File: src/rtl/bus_rr_pkg.sv
// rtl/bus_rr_pkg.sv - shared types and round-robin pick helper for bus_rr
//
// Contents:
//   state_t  : arbiter FSM states (IDLE, GRANT)
//   rsel_t   : registered read-select {valid, idx}
//   pick_t   : result of rr_pick {found, idx}
//   rr_pick  : first requester after a pointer, scanning modulo n
package bus_rr_pkg;

   localparam int MAX_M      = 8;   // widest master count supported
   localparam int MAX_SIDX_W = 8;   // widest slave index carried in rsel_t

   typedef enum logic {
      IDLE  = 1'b0,
      GRANT = 1'b1
   } state_t;

   typedef struct packed {
      logic                  valid;
      logic [MAX_SIDX_W-1:0] idx;
   } rsel_t;

   typedef struct packed {
      logic       found;
      logic [2:0] idx;
   } pick_t;

   // Scans ptr+1, ptr+2, ... ptr+n (mod n). The scan runs from the far end
   // back toward ptr+1 so that the nearest requester is the last to be
   // written and therefore wins.
   function automatic pick_t rr_pick(input logic [MAX_M-1:0] req,
                                     input logic [2:0]       ptr,
                                     input int               n);
      pick_t r;
      int    cand;
      r = '0;
      for (int k = MAX_M; k >= 1; k--) begin
         if (k <= n) begin
            cand = (int'(ptr) + k) % n;
            if (req[cand]) begin
               r.found = 1'b1;
               r.idx   = 3'(cand);
            end
         end
      end
      return r;
   endfunction

endpackage

File: src/rtl/bus_rr_arbiter.sv
// rtl/bus_rr_arbiter.sv - registered round-robin arbiter for bus_rr
//
// Optional feature macro: BUS_RR_HOLD_LIMIT_EN (grant hold limit of MAX_HOLD cycles)
//
// Ports:
//   clk         in   clock, rising edge
//   reset       in   asynchronous active-high reset
//   m_req       in   per-master request
//   m_grant     out  one-hot or zero grant
//   grant_idx   out  index of the granted master (meaningful when grant_valid)
//   grant_valid out  high in GRANT state
module bus_rr_arbiter
   import bus_rr_pkg::*;
#(
   parameter int NUM_M    = 4,
   parameter int MAX_HOLD = 16
) (
   input  logic                     clk,
   input  logic                     reset,
   input  logic [NUM_M-1:0]         m_req,
   output logic [NUM_M-1:0]         m_grant,
   output logic [$clog2(NUM_M)-1:0] grant_idx,
   output logic                     grant_valid
);

   localparam int IW = $clog2(NUM_M);

   state_t          state_q, state_d;
   logic [IW-1:0]   gidx_q, gidx_d;
   logic [IW-1:0]   last_q, last_d;
   logic [MAX_M-1:0] req_ext;
   logic [NUM_M-1:0] own_mask;
   logic            other_req;
   logic            hold_expired;
   logic            new_grant;
   pick_t           pk;

   always_comb begin
      req_ext = '0;
      req_ext[NUM_M-1:0] = m_req;
      own_mask = '0;
      own_mask[gidx_q] = 1'b1;
      other_req = |(m_req & ~own_mask);
   end

`ifdef BUS_RR_HOLD_LIMIT_EN
   localparam int HW = (MAX_HOLD > 1) ? $clog2(MAX_HOLD) : 1;

   logic [HW-1:0] hold_q, hold_d;

   // Counts cycles of the current grant; saturates so a lone owner never wraps.
   always_comb begin
      hold_d = hold_q;
      if (new_grant) begin
         hold_d = '0;
      end else if (state_q == GRANT && hold_q != HW'(MAX_HOLD - 1)) begin
         hold_d = hold_q + 1'b1;
      end
      hold_expired = (state_q == GRANT) && (hold_q == HW'(MAX_HOLD - 1)) && other_req;
   end

   always_ff @(posedge clk or posedge reset) begin
      if (reset) begin
         hold_q <= '0;
      end else begin
         hold_q <= hold_d;
      end
   end
`else
   // MAX_HOLD is at least 1, so this is constant low: the owner keeps the bus.
   always_comb begin
      hold_expired = (MAX_HOLD == 0) && other_req;
   end
`endif

   always_comb begin
      state_d   = state_q;
      gidx_d    = gidx_q;
      last_d    = last_q;
      new_grant = 1'b0;
      // In GRANT last_q equals gidx_q, so one scan from last_q serves both states.
      pk = rr_pick(req_ext, 3'(last_q), NUM_M);
      if (state_q == GRANT && m_req[gidx_q] && !hold_expired) begin
         state_d = GRANT;
      end else if (pk.found) begin
         state_d   = GRANT;
         gidx_d    = IW'(pk.idx);
         last_d    = IW'(pk.idx);
         new_grant = 1'b1;
      end else begin
         state_d = IDLE;
      end
   end

   always_ff @(posedge clk or posedge reset) begin
      if (reset) begin
         state_q <= IDLE;
         gidx_q  <= '0;
         last_q  <= IW'(NUM_M - 1);
      end else begin
         state_q <= state_d;
         gidx_q  <= gidx_d;
         last_q  <= last_d;
      end
   end

   always_comb begin
      m_grant = '0;
      if (state_q == GRANT) begin
         m_grant[gidx_q] = 1'b1;
      end
      grant_idx   = gidx_q;
      grant_valid = (state_q == GRANT);
   end

endmodule

File: src/rtl/bus_rr.sv
// rtl/bus_rr.sv - round-robin shared bus, NUM_M masters to NUM_S slaves
//
// Optional feature macro: BUS_RR_HOLD_LIMIT_EN (grant hold limit, see bus_rr_arbiter)
//
// Ports:
//   clk        in   clock, rising edge
//   reset      in   asynchronous active-high reset
//   m_req      in   per-master request
//   m_wr       in   per-master write enable
//   m_address  in   master i address at [i*AW +: AW]
//   m_dout     in   master i write data at [i*DW +: DW]
//   s_dout     in   slave j read data at [j*DW +: DW]
//   m_grant    out  one-hot or zero grant
//   m_din      out  read data broadcast to masters, one cycle after address phase
//   s_sel      out  one-hot or zero slave select
//   s_address  out  muxed address
//   s_wr       out  muxed write enable (suppressed for unmapped addresses)
//   s_din      out  muxed write data
module bus_rr
   import bus_rr_pkg::*;
#(
   parameter int NUM_M    = 4,
   parameter int NUM_S    = 4,
   parameter int AW       = 8,
   parameter int DW       = 32,
   parameter int SIDX_W   = 2,
   parameter int MAX_HOLD = 16
) (
   input  logic                clk,
   input  logic                reset,
   input  logic [NUM_M-1:0]    m_req,
   input  logic [NUM_M-1:0]    m_wr,
   input  logic [NUM_M*AW-1:0] m_address,
   input  logic [NUM_M*DW-1:0] m_dout,
   input  logic [NUM_S*DW-1:0] s_dout,
   output logic [NUM_M-1:0]    m_grant,
   output logic [DW-1:0]       m_din,
   output logic [NUM_S-1:0]    s_sel,
   output logic [AW-1:0]       s_address,
   output logic                s_wr,
   output logic [DW-1:0]       s_din
);

   logic [$clog2(NUM_M)-1:0] grant_idx;
   logic                     grant_valid;
   logic [SIDX_W-1:0]        sidx;
   logic                     mapped;
   rsel_t                    rsel_q, rsel_d;

   bus_rr_arbiter #(
      .NUM_M    (NUM_M),
      .MAX_HOLD (MAX_HOLD)
   ) u_arbiter (
      .clk         (clk),
      .reset       (reset),
      .m_req       (m_req),
      .m_grant     (m_grant),
      .grant_idx   (grant_idx),
      .grant_valid (grant_valid)
   );

   always_comb begin
      s_address = '0;
      s_din     = '0;
      s_wr      = 1'b0;
      s_sel     = '0;
      if (grant_valid) begin
         s_address = m_address[int'(grant_idx)*AW +: AW];
         s_din     = m_dout[int'(grant_idx)*DW +: DW];
      end
      sidx   = s_address[AW-1 -: SIDX_W];
      mapped = grant_valid && (int'(sidx) < NUM_S);
      if (mapped) begin
         s_sel[sidx] = 1'b1;
         s_wr        = m_wr[grant_idx];
      end
      rsel_d.valid = |s_sel;
      rsel_d.idx   = MAX_SIDX_W'(sidx);
   end

   // Captured every cycle so read data follows the address phase even when
   // the grant moves at the same edge.
   always_ff @(posedge clk or posedge reset) begin
      if (reset) begin
         rsel_q <= '0;
      end else begin
         rsel_q <= rsel_d;
      end
   end

   always_comb begin
      m_din = '0;
      if (rsel_q.valid) begin
         m_din = s_dout[int'(rsel_q.idx)*DW +: DW];
      end
   end

endmodule

File: config.mk
export PLATFORM = sky130hd
export DESIGN_NAME = bus_rr
export DESIGN_NICKNAME = d
export VERILOG_FILES = /design/src/rtl/bus_rr_pkg.sv /design/src/rtl/bus_rr_arbiter.sv /design/src/rtl/bus_rr.sv
export SDC_FILE = /design/constraint.sdc
export NUM_CORES = 1
export LEC_CHECK = 0
export CORE_AREA = 2 2 146 148
export DETAILED_ROUTE_END_ITERATION = 8
export DIE_AREA = 0 0 148 150
export SLEW_MARGIN = 0
export SYNTH_ARGS = -nofsm -noshare
export SYNTH_HDL_FRONTEND = slang
export SYNTH_SLANG_ARGS = --single-unit
File: constraint.sdc
create_clock -name clk -period 2.9 [get_ports clk]
set_clock_uncertainty 0.15 [all_clocks]
set_input_delay 0.435 -clock clk [delete_from_list [all_inputs] [get_ports clk]]
set_output_delay 0.435 -clock clk [all_outputs]
set_load 0.05 [all_outputs]
* Yosys cells after proc, flatten, opt, wreduce, memory -nomap -nowiden
Cells that the tools add are included.
Word-level totals: flip-flop bits (word level) 8, latch bits 0, memory bits (writable) 0, ROM bits 0, bits of input ports 298, output and inout bits 81, memories 0
Operators by class: add/sub/neg operators 4, $mul 0, div/mod/pow operators 0, magnitude comparators 8, equality and inequality tests 0, shifts and indexed selects 3, muxes and demuxes 32, bitwise logic cells 5, reductions and logical operators 9
Operator list (number):
- indexed part select 128 x 8 -> 32 bit | 2
- 2-to-1 mux 32 bit | 2
- indexed part select 32 x 6 -> 8 bit | 1
- 2-to-1 mux 4 bit | 6
- < comparator 3 x 5 -> 1 bit, second input constant | 4
- 2-to-1 mux 1 bit | 15
- binary-select mux 1 bit (select 3 bit) | 4
- 2-to-1 mux 8 bit | 1
- OR reduction 2 bit | 4
- < comparator 2 x 3 -> 1 bit, second input constant | 2
- adder 2 x 1 -> 2 bit, second input constant | 2
- adder 2 bit, second input constant | 2
- bitwise AND 1 bit, first input constant | 4
- binary-select mux 1 bit (select 2 bit) | 2
- demux 1 bit (select 2 bit) | 2
- >= comparator 2 x 1 -> 1 bit, second input constant | 2
- OR reduction 4 bit | 1
- logical AND 1 bit | 3
- AND reduction 2 bit | 1
- NOT 1 bit | 1

* Logic depth before layout (Yosys ltp)
depth after elaboration 12, gate-level depth with buffers 5, depth with buffers taken out 4

* Hierarchy
From an unflattened synthesis, not the netlist that was laid out.
Unflattened totals: cell total of the unflattened synthesis 219, area, all modules 2781.4 um^2
By module, submodules not included:
- bus_rr | times used 1, cells each 182, area each 2441.1 um^2
- bus_rr_arbiter | times used 1, cells each 37, area each 340.3 um^2

* Worst setup path before layout
OpenSTA, ideal clock, no wires.
path type flip-flop to output port, start point register u_arbiter.gidx_q[0] (netlist: u_arbiter.grant_idx[0]), end point output port s_sel[0], data arrival time 1821 ps, required time 2315 ps, slack 494 ps, cell stages (with the launch flop) 5, path buffers 1, cells stage by stage dfrtp_1 -> buf_2 -> mux4_2 -> nand2b_1 -> nor2_1
On the way: word-level cells in the longest chain between the ends 7, elaborated cells between the ends (all ways) 8, those cells by class 2 x order compare; 1 x shift; 4 x mux; 1 x reduce/logical
RTL lines:
- start, declared | line bus_rr_arbiter.sv:29 | logic [IW-1:0] gidx_q, gidx_d;
- start signal, assigned | line bus_rr_arbiter.sv:102 | gidx_q <= gidx_d;
- indexed part select 32 x 6 -> 8 bit * | line bus_rr.sv:68 | s_address = m_address[int'(grant_idx)*AW +: AW];
- 2-to-1 mux 8 bit * | line bus_rr.sv:67 | if (grant_valid) begin
- < comparator 2 x 3 -> 1 bit (not written as such) / >= comparator 2 x 1 -> 1 bit (equally long branches) | line bus_rr.sv:74 | s_sel[sidx] = 1'b1;
- logical AND 1 bit (not written as such) | line bus_rr.sv:74
- 2-to-1 mux 1 bit (not written as such) | line bus_rr.sv:74
- demux 1 bit (select 2 bit) * | line bus_rr.sv:74
- 2-to-1 mux 4 bit * | line bus_rr.sv:73 | if (mapped) begin
- end, declared | line bus_rr.sv:38 | output logic [NUM_S-1:0] s_sel,
Mark *: on every way between the ends. The rest lies on a longest branch, timed or not.

* Final worst setup path
start point input port m_address[14], end point output port s_sel[2]
On the way: word-level cells in the longest chain between the ends 7, elaborated cells between the ends (all ways) 8, those cells by class 2 x order compare; 1 x shift; 4 x mux; 1 x reduce/logical
RTL lines:
- start, declared | line bus_rr.sv:33 | input logic [NUM_M*AW-1:0] m_address,
- indexed part select 32 x 6 -> 8 bit * | line bus_rr.sv:68
- 2-to-1 mux 8 bit * | line bus_rr.sv:67
- < comparator 2 x 3 -> 1 bit (not written as such) / >= comparator 2 x 1 -> 1 bit (equally long branches) | line bus_rr.sv:74
- logical AND 1 bit (not written as such) | line bus_rr.sv:74
- 2-to-1 mux 1 bit (not written as such) | line bus_rr.sv:74
- demux 1 bit (select 2 bit) * | line bus_rr.sv:74
- 2-to-1 mux 4 bit * | line bus_rr.sv:73
Marked as above.

==> results <==
-- cells in the mapped netlist --
cell	count	area [um^2]
o21ai_0	1	5.000
nand2b_1	3	18.77
clkbuf_1	9	33.78
dfstp_2	2	52.55
dfrtp_1	6	150.1
buf_1	3	11.26
or4_4	1	11.26
mux2i_1	5	50.05
and2_1	72	450.4
mux4_2	73	1644
nor2_2	2	12.51
and3_1	2	12.51
a221oi_1	1	8.760
o21ai_2	1	8.760
inv_1	6	22.52
buf_4	9	67.56
mux2_4	2	30.03
buf_2	7	35.03
a31oi_1	1	6.260
a21oi_1	2	10.01
nor2_1	9	33.78
nand2_1	3	11.26
-- per-stage QoR --
stage	std cells	setup slack (ns)	cell area, um^2	power (mW)	hold slack (ns)
after floorplan	220	0.4942	2686	4.524	0.09923
after global placement	858	0.2762	7041	7.151	0.3658
after detailed placement	858	0.2810	7041	7.154	0.3639
after CTS	862	0.2749	7119	7.406	0.3333
after global routing	864	0.1947	7124	7.667	0.3676
final	864	0.2926	7124	7.315	0.3146
-- sequential cells by signal, indices dropped and copies added, names as in the netlist --
| name | cells |
|---|---|
| rsel_q | 3 |
| u_arbiter.grant_valid | 1 |
| u_arbiter.grant_idx | 2 |
| u_arbiter.last_q | 2 |
-- kinds of logic after synthesis --
| family | count (synthesis) | synth area share [%] |
|---|---|---|
| buf+inv | 34 | 6.334 |
| flops | 8 | 7.545 |
| mux | 80 | 64.18 |
| compound gates | 6 | 1.444 |
| simple gates | 92 | 20.49 |
-- cells in the final DEF (no fill, tap or decap), drive strengths merged --
master,instances
diode,2
a31oi,1
and2,72
or4,1
nand2,3
a221oi,1
clkbuf,4
mux4,73
mux2i,5
a21oi,2
o21ai,2
nand2b,3
dfrtp,6
nor2,11
mux2,2
dfstp,2
and3,2
clkdlybuf4s50,297
inv,6
buf,94
-- power by group through the flow --
stage          sequential [mW]  combinational [mW]  clock (mW)
2_1_floorplan            0.200                4.32           0
3_3_place_gp             0.276                6.88           0
3_5_place_dp             0.272                6.88           0
4_1_cts                  0.272                6.89       0.243
5_1_grt                  0.283                7.13       0.251
6_report                 0.267                6.81       0.236
-- worst max-delay path by stage --
| stage | endpoint |
|---|---|
| after global placement | s_sel[2] |
| after CTS | s_address[0] |
| final | s_sel[2] |
| after global routing | s_address[4] |
| after floorplan | s_sel[0] |
| after detailed placement | s_sel[2] |
-- final cells by class --
cell class              instances  area, um^2
fillers                      2090       13570
repair buffers                391        4154
well taps                     275       344.1
diodes                          2       5.005
inverters                       6       22.52
multi-input cells             178        2313
flip-flops and latches          8       206.4
clock buffers                   4       78.83
-- metal layers --
layer	track usage (%)	part of all wire, %	vias to the layer above
met5	0	0	-
met4	2.333	1.3	0
met3	3.049	8.5	6
met2	26.64	54	217
met1	15.50	36	1717
li1	-	-	1602
-- worst register-to-register path, cell delays in order, from the launching register on --
cell and delay, ns:
dfrtp_2 0.58, buf_4 0.35, mux2i_1 0.27, nor2_2 0.05, nor2_2 0.26, mux2_4 0.33
==> qor.txt <==
status -> finished, final reports clean
number of global-route vias before repair -> 3847
antenna violations before repair -> 2
first-pass GRT wire length -> 22940 um
Net Sw Frac -> 51.44%
Worst setup SP type -> primary input
First DRT Iteration DRCs -> 51
#FFs+latches synth -> 8
Clock power frac -> 3.2%
Setup violations, final -> 0
Core Util, Final -> 34.43%
via count -> 3542
endpoints failing hold -> 0
r2r setup slk -> 0.79 ns
Fmax -> 0.3835 GHz
I/O pin total -> 379
Max Fanout on Critical Path -> 2
Fin Setup TNS -> 0 ns
Post-Syn Instances -> 220
largest net degree at the start of global routing -> 33
Tcrit/Tclk final -> 89.91%
Syn. warnings -> 0
Arr. time, crit path -> 2.02 ns
DR DRC count -> 0
sw power -> 3.763 mW
WL per Instance -> 18.92 um
Pre-antenna DRT Iters -> 4
Worst-Skew Late Latency -> 0.23 ns
Die Span Y -> 150 um
worst-path cell chain -> clkdlybuf4s50_1 -> mux4_2 -> nand2b_1 -> nor2_1 -> buf_12
fin crit period -> 2.607 ns
CP max stage delay -> 0.48 ns
final WL -> 16340 um
Worst Path Buf+Inv -> 2
Layout Nets -> 886
Power Density -> 1027 mW/mm^2
max-slew violation count -> 0
row count -> 53
Starting Density -> 12.98%
GR Overflow Total -> 0
CTS root buffer -> clkbuf_16
Leak -> 2.678 nW
postcts setup bufs -> 0
GPL Wtd Cong -> 0.8338
Critical R2R Launch -> u_arbiter.grant_idx[1]$_DFFE_PP0P_
family with the most delay on the worst path -> buffers and inverters
syn_nets -> 518
register share of total power -> 3.7%
post-synth cell types -> 22
Required @ worst endpoint -> 2.32 ns
RSZ-0062 raised after global routing -> false
Internal Power -> 3.552 mW
cell area after synthesis -> 0.002686 mm^2
Crit. End Element -> output pin
worst reg2reg path depth -> 5
Detail Route Antenna Nets -> 0
cts hold-fix bufs -> 0
syn avg cell area -> 12.21 um^2
sequential share of the synthesized area -> 7.545%
Total GRT Usage -> 13.74%
peak supply drop -> 0.0005088 V
CTS buffer count -> 3
min-delay worst type -> primary input to asynchronous set/reset pin
share of layout cells above drive strength 1 -> 30.83%
Worst Setup SP -> m_address[14]
maximum root-to-sink buffer count -> 2
RR Endpoint -> u_arbiter.grant_idx[1]$_DFFE_PP0P_
die area -> 0.02220 mm^2
Clock Sinks -> 8
# H-tree levels -> 1
dpl hpwl -> 14810 um
Least-Margin Pin Slew -> 0.4398 ns
maxcap violations -> 0
Combinational Power Share -> 93.1%
routed vias/inst -> 4.100
CORE AREA -> 0.02069 mm^2
Syn-to-layout area delta -> 165.2%
slowest CP cell -> mux4_2
TritonCTS clock tree -> done
Worst-path clk slew -> 0.04 ns
Slew headroom -> 70.68%
Die W -> 148 um
cells resized by post-CTS repair -> 0
I/O Buffers -> 378
Worst Setup Path Type -> primary input to output pin
Crit. path cell count -> 5
(Power assumes the default switching activity.)
